$ cat src/rtl/mandel_iter.sv
// Mandelbrot escape-time engine: iterates z <- z^2 + c in signed 3.F fixed point, one step per clock.
// Optional periodicity early-out is enabled by defining MANDEL_PERIOD_CHECK_EN.
module mandel_iter #(
  parameter int BITS      = 16,
  parameter int ITER_BITS = 8
) (
  input  logic                 clk,
  input  logic                 rst,
  input  logic                 start,
  input  logic [BITS-1:0]      x0,
  input  logic [BITS-2:0]      y0,
  input  logic [ITER_BITS-1:0] max_iter,
  output logic                 ready,
  output logic                 done,
  output logic [ITER_BITS-1:0] iter,
  output logic                 escaped
);
  localparam int F = BITS - 3;
  localparam int W = 2 * BITS;
  localparam logic signed [W-1:0] FOUR = W'(4) << F;
  localparam logic signed [W-1:0] MAXV = (W'(1) << (BITS - 1)) - W'(1);
  localparam logic signed [W-1:0] MINV = -(W'(1) << (BITS - 1));

  typedef enum logic [1:0] {S_IDLE, S_ITER, S_DONE} state_t;

  state_t                  state_q, state_d;
  logic signed [BITS-1:0]  cx_q, cx_d, cy_q, cy_d, x_q, x_d, y_q, y_d;
  logic [ITER_BITS-1:0]    n_q, n_d, lim_q, lim_d, iter_q, iter_d;
  logic                    escaped_q, escaped_d, done_q, done_d, ready_q, ready_d;
`ifdef MANDEL_PERIOD_CHECK_EN
  logic signed [BITS-1:0]  px_q, px_d, py_q, py_d;
  logic                    n_pow2, cyc_hit;
`endif

  logic signed [W-1:0] xw, yw, cxw, cyw, xx, yy, xy, mag, nx, ny;
  logic                esc;

  function automatic logic signed [BITS-1:0] sat(input logic signed [W-1:0] v);
    if (v > MAXV)      sat = MAXV[BITS-1:0];
    else if (v < MINV) sat = MINV[BITS-1:0];
    else               sat = v[BITS-1:0];
  endfunction

  assign xw  = {{BITS{x_q[BITS-1]}}, x_q};
  assign yw  = {{BITS{y_q[BITS-1]}}, y_q};
  assign cxw = {{BITS{cx_q[BITS-1]}}, cx_q};
  assign cyw = {{BITS{cy_q[BITS-1]}}, cy_q};
  assign xx  = (xw * xw) >>> F;
  assign yy  = (yw * yw) >>> F;
  assign xy  = (xw * yw) >>> F;
  assign mag = xx + yy;
  assign esc = (mag >= FOUR);
  assign nx  = xx - yy + cxw;
  assign ny  = (xy <<< 1) + cyw;

`ifdef MANDEL_PERIOD_CHECK_EN
  assign n_pow2  = (n_q != '0) && ((n_q & (n_q - 1'b1)) == '0);
  assign cyc_hit = (n_q != '0) && (x_q == px_q) && (y_q == py_q);
`endif

  always_comb begin
    state_d   = state_q;
    cx_d      = cx_q;
    cy_d      = cy_q;
    x_d       = x_q;
    y_d       = y_q;
    n_d       = n_q;
    lim_d     = lim_q;
    iter_d    = iter_q;
    escaped_d = escaped_q;
    done_d    = 1'b0;
    ready_d   = ready_q;
`ifdef MANDEL_PERIOD_CHECK_EN
    px_d      = px_q;
    py_d      = py_q;
`endif
    case (state_q)
      S_IDLE: begin
        ready_d = 1'b1;
        if (start) begin
          cx_d    = x0;
          cy_d    = {y0[BITS-2], y0};
          lim_d   = max_iter;
          x_d     = '0;
          y_d     = '0;
          n_d     = '0;
`ifdef MANDEL_PERIOD_CHECK_EN
          px_d    = '0;
          py_d    = '0;
`endif
          ready_d = 1'b0;
          state_d = S_ITER;
        end
      end
      S_ITER: begin
        if (esc) begin
          iter_d    = n_q;
          escaped_d = 1'b1;
          done_d    = 1'b1;
          state_d   = S_DONE;
`ifdef MANDEL_PERIOD_CHECK_EN
        end else if (cyc_hit) begin
          iter_d    = lim_q;
          escaped_d = 1'b0;
          done_d    = 1'b1;
          state_d   = S_DONE;
`endif
        end else if (n_q == lim_q) begin
          iter_d    = lim_q;
          escaped_d = 1'b0;
          done_d    = 1'b1;
          state_d   = S_DONE;
        end else begin
          x_d = sat(nx);
          y_d = sat(ny);
          n_d = n_q + 1'b1;
`ifdef MANDEL_PERIOD_CHECK_EN
          // Checkpoint holds the pre-step point so later orbits can be compared to it.
          if (n_pow2) begin
            px_d = x_q;
            py_d = y_q;
          end
`endif
        end
      end
      S_DONE: begin
        ready_d = 1'b1;
        state_d = S_IDLE;
      end
      default: begin
        ready_d = 1'b1;
        state_d = S_IDLE;
      end
    endcase
  end

  always_ff @(posedge clk or posedge rst) begin
    if (rst) begin
      state_q   <= S_IDLE;
      cx_q      <= '0;
      cy_q      <= '0;
      x_q       <= '0;
      y_q       <= '0;
      n_q       <= '0;
      lim_q     <= '0;
      iter_q    <= '0;
      escaped_q <= 1'b0;
      done_q    <= 1'b0;
      ready_q   <= 1'b1;
`ifdef MANDEL_PERIOD_CHECK_EN
      px_q      <= '0;
      py_q      <= '0;
`endif
    end else begin
      state_q   <= state_d;
      cx_q      <= cx_d;
      cy_q      <= cy_d;
      x_q       <= x_d;
      y_q       <= y_d;
      n_q       <= n_d;
      lim_q     <= lim_d;
      iter_q    <= iter_d;
      escaped_q <= escaped_d;
      done_q    <= done_d;
      ready_q   <= ready_d;
`ifdef MANDEL_PERIOD_CHECK_EN
      px_q      <= px_d;
      py_q      <= py_d;
`endif
    end
  end

  assign ready   = ready_q;
  assign done    = done_q;
  assign iter    = iter_q;
  assign escaped = escaped_q;
endmodule

$ cat config.mk
export PLATFORM = sky130hd
export DESIGN_NAME = mandel_iter
export DESIGN_NICKNAME = d
export VERILOG_FILES = /design/src/rtl/mandel_iter.sv
export SDC_FILE = /design/constraint.sdc
export NUM_CORES = 2
export LEC_CHECK = 0
export ABC_AREA = 1
export CORE_AREA = 2 2 251 253
export DETAILED_ROUTE_END_ITERATION = 6
export DIE_AREA = 0 0 253 255
export PLACE_DENSITY_LB_ADDON = 0.2
export SYNTH_ARGS = -nofsm -noshare
export SYNTH_HDL_FRONTEND = slang
export SYNTH_SLANG_ARGS = --single-unit
$ cat constraint.sdc
create_clock -name clk -period 9.9 [get_ports clk]
set_input_delay 1.98 -clock clk [delete_from_list [all_inputs] [get_ports clk]]
set_output_delay 1.98 -clock clk [all_outputs]
set_load 0.01 [all_outputs]
## Word-level counts from Yosys, hierarchy flattened

Cells that the tools add are included.
W data, S select, Z words.

| cells by class | value |
|---|---|
| divide/modulo/power cells | 0 |
| $mul | 3 |
| muxes and demuxes | 28 |
| add/sub/neg operators | 5 |
| reduce and logical (&&, ||, !) cells | 7 |
| $lt $le $gt $ge | 5 |
| bitwise operators | 0 |
| shift-type cells | 0 |
| equal/unequal tests | 6 |

Operator list:

| cell | count |
|---|---|
| $mux W16 | 9 |
| $mul A16 B16 Y32 | 3 |
| $pmux W16 S2 | 2 |
| $gt A21 B16 Y1 const B | 2 |
| $lt A21 B16 Y1 const B | 2 |
| $mux W8 | 5 |
| $add A20 B15 Y21 | 1 |
| $add A20 B16 Y21 | 1 |
| $add A19 B19 Y20 | 1 |
| $ge A20 B17 Y1 const B | 1 |
| $sub A19 B19 Y20 | 1 |
| $pmux W8 S2 | 1 |
| $add A8 B1 Y8 const B | 1 |
| $eq A8 B8 Y1 | 1 |
| $mux W1 | 6 |
| $mux W2 | 3 |
| $ne A2 B2 Y1 const B | 3 |
| $reduce_and A2 Y1 | 3 |
| $pmux W2 S2 | 1 |
| $reduce_and A4 Y1 | 1 |
| $reduce_bool A2 Y1 | 2 |
| $ne A3 B3 Y1 const B | 1 |
| $eq A2 B1 Y1 const B | 1 |
| $logic_not A2 Y1 | 1 |
| $pmux W1 S2 | 1 |

| storage, ports and cells | value |
|---|---|
| input port bits | 42 |
| bits in registers | 92 |
| output and inout bits | 11 |
| memories kept | 0 |
| bits in latches | 0 |
| word-level logic and storage cells | 65 |
| bits in read-only memories | 0 |
| RAM bits | 0 |

## Depth between registers and ports, before layout

| depth | value |
|---|---|
| word-level depth | 9 |
| gate-level depth with buffers | 48 |
| gate-level depth less buffers | 45 |

## Worst setup path after synthesis

No wires, ideal clock.

| path | value |
|---|---|
| kind | reg2reg |
| from | register x_q[2] |
| to | register x_q[11] |
| stages on the path, launching flop included | 45 |
| path buffers | 3 |
| path slack | 1.664 ns |
| library setup time | 0.117 ns |
| period minus slack after synthesis | 8.236 ns |
| data arrival time | 8.119 ns |
| cells stage by stage | dfrtp_1 clkbuf_1 clkbuf_1 nand2_1 inv_1 fa_1 inv_1 fa_1 inv_1 fa_1 inv_1 fa_1 inv_1 fa_1 inv_1 fa_1 inv_1 ha_1 [9 not listed] nand2_1 a21oi_1 xnor2_1 fa_1 ha_1 nand2_1 o21ai_0 a21oi_1 nand2_1 a21oi_1 or2_1 nand2_1 nand3_1 o21ai_1 buf_2 nand2_1 nand3_1 nand2_1 |

| on the way | value |
|---|---|
| cells in the longest elaborated chain, start to end | 9 |

RTL lines:

| what | line | text |
|---|---|---|
| start: declaration | 27 | `logic signed [BITS-1:0] cx_q, cx_d, cy_q, cy_d, x_q, x_d, y_q, y_d;` |
| start signal: assignment | 142 | `x_q <= '0;` |
| start signal: assignment | 158 | `x_q <= x_d;` |
| $mul A16 B16 Y32 * | 48 | `assign xx = (xw * xw) >>> F;` |
| $sub A19 B19 Y20 | 53 | `assign nx = xx - yy + cxw;` |
| $add A20 B16 Y21 | 53 |  |
| $lt A21 B16 Y1 | 40 | `else if (v < MINV) sat = MINV[BITS-1:0];` |
| $mux W16 | 40 |  |
| $mux W16 | 39 | `if (v > MAXV) sat = MAXV[BITS-1:0];` |
| $mux W16 | 108 | `end else if (n_q == lim_q) begin` |
| $mux W16 | 96 | `if (esc) begin` |
| $pmux W16 S2 | 77 | `case (state_q)` |

Every way passes the cells marked *; elsewhere a longest branch is shown, timed or not. The select of a mux whose other input is x is not followed.
A chain may end at the register's enable or synchronous reset.

## Worst setup path in the final report

| path | value |
|---|---|
| from | register y_q[3] |
| to | register x_q[3] |

| on the way | value |
|---|---|
| cells in the longest elaborated chain, start to end | 9 |

RTL lines:

| what | line | text |
|---|---|---|
| start: declaration | 27 |  |
| start signal: assignment | 159 | `y_q <= y_d;` |
| $mul A16 B16 Y32 * | 49 | `assign yy = (yw * yw) >>> F;` |
| $sub A19 B19 Y20 | 53 |  |
| $add A20 B16 Y21 | 53 |  |
| $lt A21 B16 Y1 | 40 |  |
| $mux W16 | 40 |  |
| $mux W16 | 39 |  |
| $mux W16 | 108 |  |
| $mux W16 | 96 |  |
| $pmux W16 S2 | 77 |  |

Marks and branches as above.

==> metrics.txt <==
# TYPE chip_impl_metric gauge
chip_impl_info{name="run_status",value="complete, no violations"} 1
chip_impl_info{name="min-delay-path-class",value="reg -> reg"} 1
chip_impl_metric{name="timing.critical_path.fanout_max",unit=""} 15
chip_impl_metric{name="hold_viol_final",unit=""} 0
chip_impl_metric{name="detailedRoute.firstIterationViolations",unit=""} 2034
chip_impl_metric{name="clk_pin_slew_worst_paths",unit="ns"} 0.08
chip_impl_metric{name="io_pins",unit=""} 53
chip_impl_info{name="rsz0062_at_grt",value="false"} 1
chip_impl_metric{name="syn_area",unit="um^2"} 35500
chip_impl_metric{name="drt_pre_antenna_iters",unit=""} 5
chip_impl_metric{name="timing_max_transition_violations_final",unit=""} 0
chip_impl_info{name="ys_top_cells_by_area",value="sky130_fd_sc_hd__fa_1, sky130_fd_sc_hd__inv_1, sky130_fd_sc_hd__nand2_1"} 1
chip_impl_metric{name="clockBufferDepth",unit=""} 2
chip_impl_metric{name="yosys.area.top_type_share",unit=""} 0.426
chip_impl_metric{name="grt_antenna_before_repair",unit=""} 0
chip_impl_info{name="cts-root-buf",value="sky130_fd_sc_hd__clkbuf_16"} 1
chip_impl_metric{name="post-place-ws",unit="ns"} 0.300
chip_impl_metric{name="worstSkewPairLatency",unit="ns"} 0.40
chip_impl_metric{name="dieWidth",unit="um"} 253
chip_impl_metric{name="post-dp-hpwl",unit="um"} 72700
chip_impl_info{name="timing.critical_path.max_delay_family",value="adder cells"} 1
chip_impl_metric{name="dieArea",unit="um^2"} 64500
chip_impl_metric{name="multi_input_area",unit="um^2"} 27500
chip_impl_metric{name="cts_max_level",unit=""} 3
chip_impl_metric{name="detailed_route_drc_error_count",unit=""} 0
chip_impl_metric{name="crit_required",unit="ns"} 10.22
chip_impl_metric{name="number_of_enable_flip_flop_cells_after_synthesis",unit=""} 0
chip_impl_metric{name="finalSetupViolations",unit=""} 0
chip_impl_metric{name="synth_nets",unit=""} 5551
chip_impl_metric{name="routed_wirelength",unit="um"} 85700
chip_impl_metric{name="via_per_inst",unit=""} 5.13
chip_impl_info{name="dominantRegCellSynth",value="sky130_fd_sc_hd__dfrtp_1"} 1
chip_impl_info{name="commonest_cells_post_synth",value="sky130_fd_sc_hd__inv_1, sky130_fd_sc_hd__nand2_1, sky130_fd_sc_hd__fa_1"} 1
chip_impl_metric{name="num_antenna_cells",unit=""} 0
chip_impl_metric{name="drv_cap",unit=""} 0
chip_impl_info{name="timing.critical_path.to_type",value="register"} 1
chip_impl_info{name="launching_element_type_of_the_critical_path",value="register"} 1
chip_impl_metric{name="grt_util_all_layers",unit=""} 0.286
chip_impl_info{name="yosys.area.top_type",value="sky130_fd_sc_hd__fa_1"} 1
chip_impl_metric{name="critical_path_max_stage_delay",unit="ns"} 0.60
chip_impl_metric{name="port_buffers",unit=""} 52
chip_impl_metric{name="initial_core_util",unit=""} 0.570
chip_impl_metric{name="synthesis.yosys.warnings",unit=""} 0
chip_impl_info{name="setup.worst_path.class",value="reg -> reg"} 1
chip_impl_metric{name="timing_worst_slew_pin_value",unit="ns"} 1.14
chip_impl_metric{name="n_fill_cell",unit=""} 5723
chip_impl_metric{name="cp_num_buf_inv",unit=""} 6
chip_impl_metric{name="critPathArrivalTime",unit="ns"} 9.70
chip_impl_metric{name="pin_count_of_the_biggest_net_entering_global_routing",unit=""} 60
chip_impl_metric{name="grt_pass1_wl",unit="um"} 144000
chip_impl_info{name="clock_tree_from_tritoncts",value="yes"} 1
chip_impl_metric{name="maximum_clock_skew_at_final_layout",unit="ns"} 0.0223
chip_impl_metric{name="syn_inst",unit=""} 4448
chip_impl_metric{name="synth_sequential_area_ratio",unit=""} 0.0650
chip_impl_metric{name="count_of_cell_types_in_the_netlist",unit=""} 54
chip_impl_metric{name="globalRoute.totalOverflow",unit=""} 0
chip_impl_metric{name="cts.sink_count",unit=""} 92
chip_impl_metric{name="min_path_cells",unit=""} 2
chip_impl_metric{name="fp.coreArea",unit="um^2"} 62200
chip_impl_metric{name="vias_in_the_first_global_route",unit=""} 28500
chip_impl_metric{name="postSynth.asyncResetShare",unit=""} 1.00
chip_impl_info{name="crit_slowest_cell",value="sky130_fd_sc_hd__dfrtp_1"} 1
chip_impl_metric{name="antenna_violating_nets_post_route",unit=""} 0
chip_impl_metric{name="post_synthesis_register_bit_count",unit=""} 92
chip_impl_metric{name="drive_gt1_frac",unit=""} 0.0377
chip_impl_metric{name="final_worst_path_period_share",unit=""} 0.947
chip_impl_metric{name="crit_cells",unit=""} 38
chip_impl_metric{name="dr_total_vias",unit=""} 26800
chip_impl_metric{name="nNetsFinal",unit=""} 5524
chip_impl_metric{name="area.growth.synth_to_final",unit="%"} 5.22
chip_impl_metric{name="postLayoutCoreUtil",unit=""} 0.600
chip_impl_metric{name="cts_buffers",unit=""} 9
chip_impl_metric{name="gp_congestion",unit=""} 0.991
chip_impl_metric{name="layout_min_cycle_time",unit="ns"} 9.38
chip_impl_metric{name="max_freq",unit="MHz"} 107
chip_impl_info{name="yosys.cell_count.top_type",value="sky130_fd_sc_hd__inv_1"} 1
chip_impl_metric{name="sequential_cell_area",unit="um^2"} 2310
chip_impl_metric{name="timing.reg2reg.worst_path_depth",unit=""} 38
chip_impl_metric{name="fin_setup_tns",unit="ns"} 0
chip_impl_metric{name="std_cell_rows",unit=""} 92
chip_impl_metric{name="timing.max_slew.rel_slack",unit=""} 0.239
chip_impl_info{name="crit_path_frequent_cell",value="sky130_fd_sc_hd__fa_1"} 1
chip_impl_metric{name="drt-wirelength-per-cell",unit="um"} 16.4
chip_impl_metric{name="setup_slack",unit="ns"} 0.521
chip_impl_metric{name="cts_hold_buf",unit=""} 0
chip_impl_metric{name="die_y",unit="um"} 255
chip_impl_metric{name="synth_area_per_inst",unit="um^2"} 7.97
==> cell type report <==
type | instances | area share
Multi-Input combinational cell | 2851 | 0.738
Clock buffer | 10 | 0.00641
Clock inverter | 6 | 0.00171
Timing Repair Buffer | 112 | 0.0291
Sequential cell | 92 | 0.0619
Tap cell | 799 | 0.0268
Inverter | 1355 | 0.136
==> sequential cells by signal, summed over array words and instances, names as in the netlist <==
register / count
cy_q: 15
lim_q: 8
n_q: 8
ready: 1
x_q: 16
cx_q: 16
iter: 8
y_q: 16
done: 1
state_q: 2
escaped: 1
==> what timing repair did <==
item | CTS | global route
resized for setup | 0 | 16
buffers inserted | 0 | 2
endpoints found under the setup margin | 0 | 40
==> worst paths after layout <==
| check | startpoint | to | slack [ns] |
|---|---|---|---|
| setup reg to reg | y_q[3] | x_q[3] | 0.52 |
| setup / recovery | y_q[3] | x_q[3] | 0.52 |
| max in group asynchronous | rst | y_q[6] | 6.63 |
| hold reg to reg | escaped | escaped | 0.50 |
| hold / removal | escaped | escaped | 0.50 |
| min in group asynchronous | rst | lim_q[3] | 1.94 |
==> placed cells by master, fill, tap and decap left out, drive strengths merged, types with 3 or more instances in the layout <==
master / synthesis / routed
a21o: 6 / 6
buf: 24 / 60
nor2: 148 / 148
clkbuf: 126 / 10
ha: 307 / 307
o211ai: 7 / 7
o21ai: 59 / 59
a31oi: 9 / 9
a31o: 4 / 4
a211oi: 3 / 3
xnor2: 63 / 63
dfrtp: 91 / 91
clkinv: 2 / 4
nand3: 113 / 113
fa: 754 / 754
o2111ai: 3 / 3
or2: 8 / 8
nand2: 1055 / 1055
nor3: 13 / 13
nand4: 23 / 23
a21oi: 133 / 133
o21bai: 19 / 19
nand3b: 3 / 3
clkdlybuf4s50: 0 / 52
inv: 1353 / 1356
xor2: 75 / 75
mux2: 30 / 30
==> layer usage <==
metal  wire length (um)  up-vias  part of all wire  track usage
met5                  0        -                 0            0
met4               2810        0             0.033       0.0940
met3               5280      134             0.062       0.0378
met2              42100      763              0.49        0.491
met1              35500    13300              0.41        0.378
li1                   -    12700                 -            -
==> per-stage QoR <==
stage,hold slack [ns],cells,instance area [um^2]
detailed placement,0.470,5207,36900
global placement,0.480,5207,36900
finish,0.501,5225,37300
CTS,0.497,5223,37200
floorplan,0.480,4448,35500
global route,0.541,5225,37300
==> worst register-to-register path: cells and delay by family, from the launching register on <==
family / cells / cell delay (ns)
xor+xnor: 1 / 0.56
simple gates: 16 / 2.32
buf+inv: 6 / 0.41
fa+ha+maj: 9 / 4.07
compound gates: 6 / 1.38
flops: 1 / 0.60
==> cell families after synthesis <==
family,share of synthesized area
AOI/OAI and AO/OA,0.0405
xor gates and xnor gates,0.0341
adders and majority gates,0.534
buffers and inverters,0.161
DFF,0.0650
muxes,0.00953
and+or+nand+nor,0.156
Power is not shown: default switching activity piles up to over one toggle a cycle in this logic, so the estimate is an artifact.
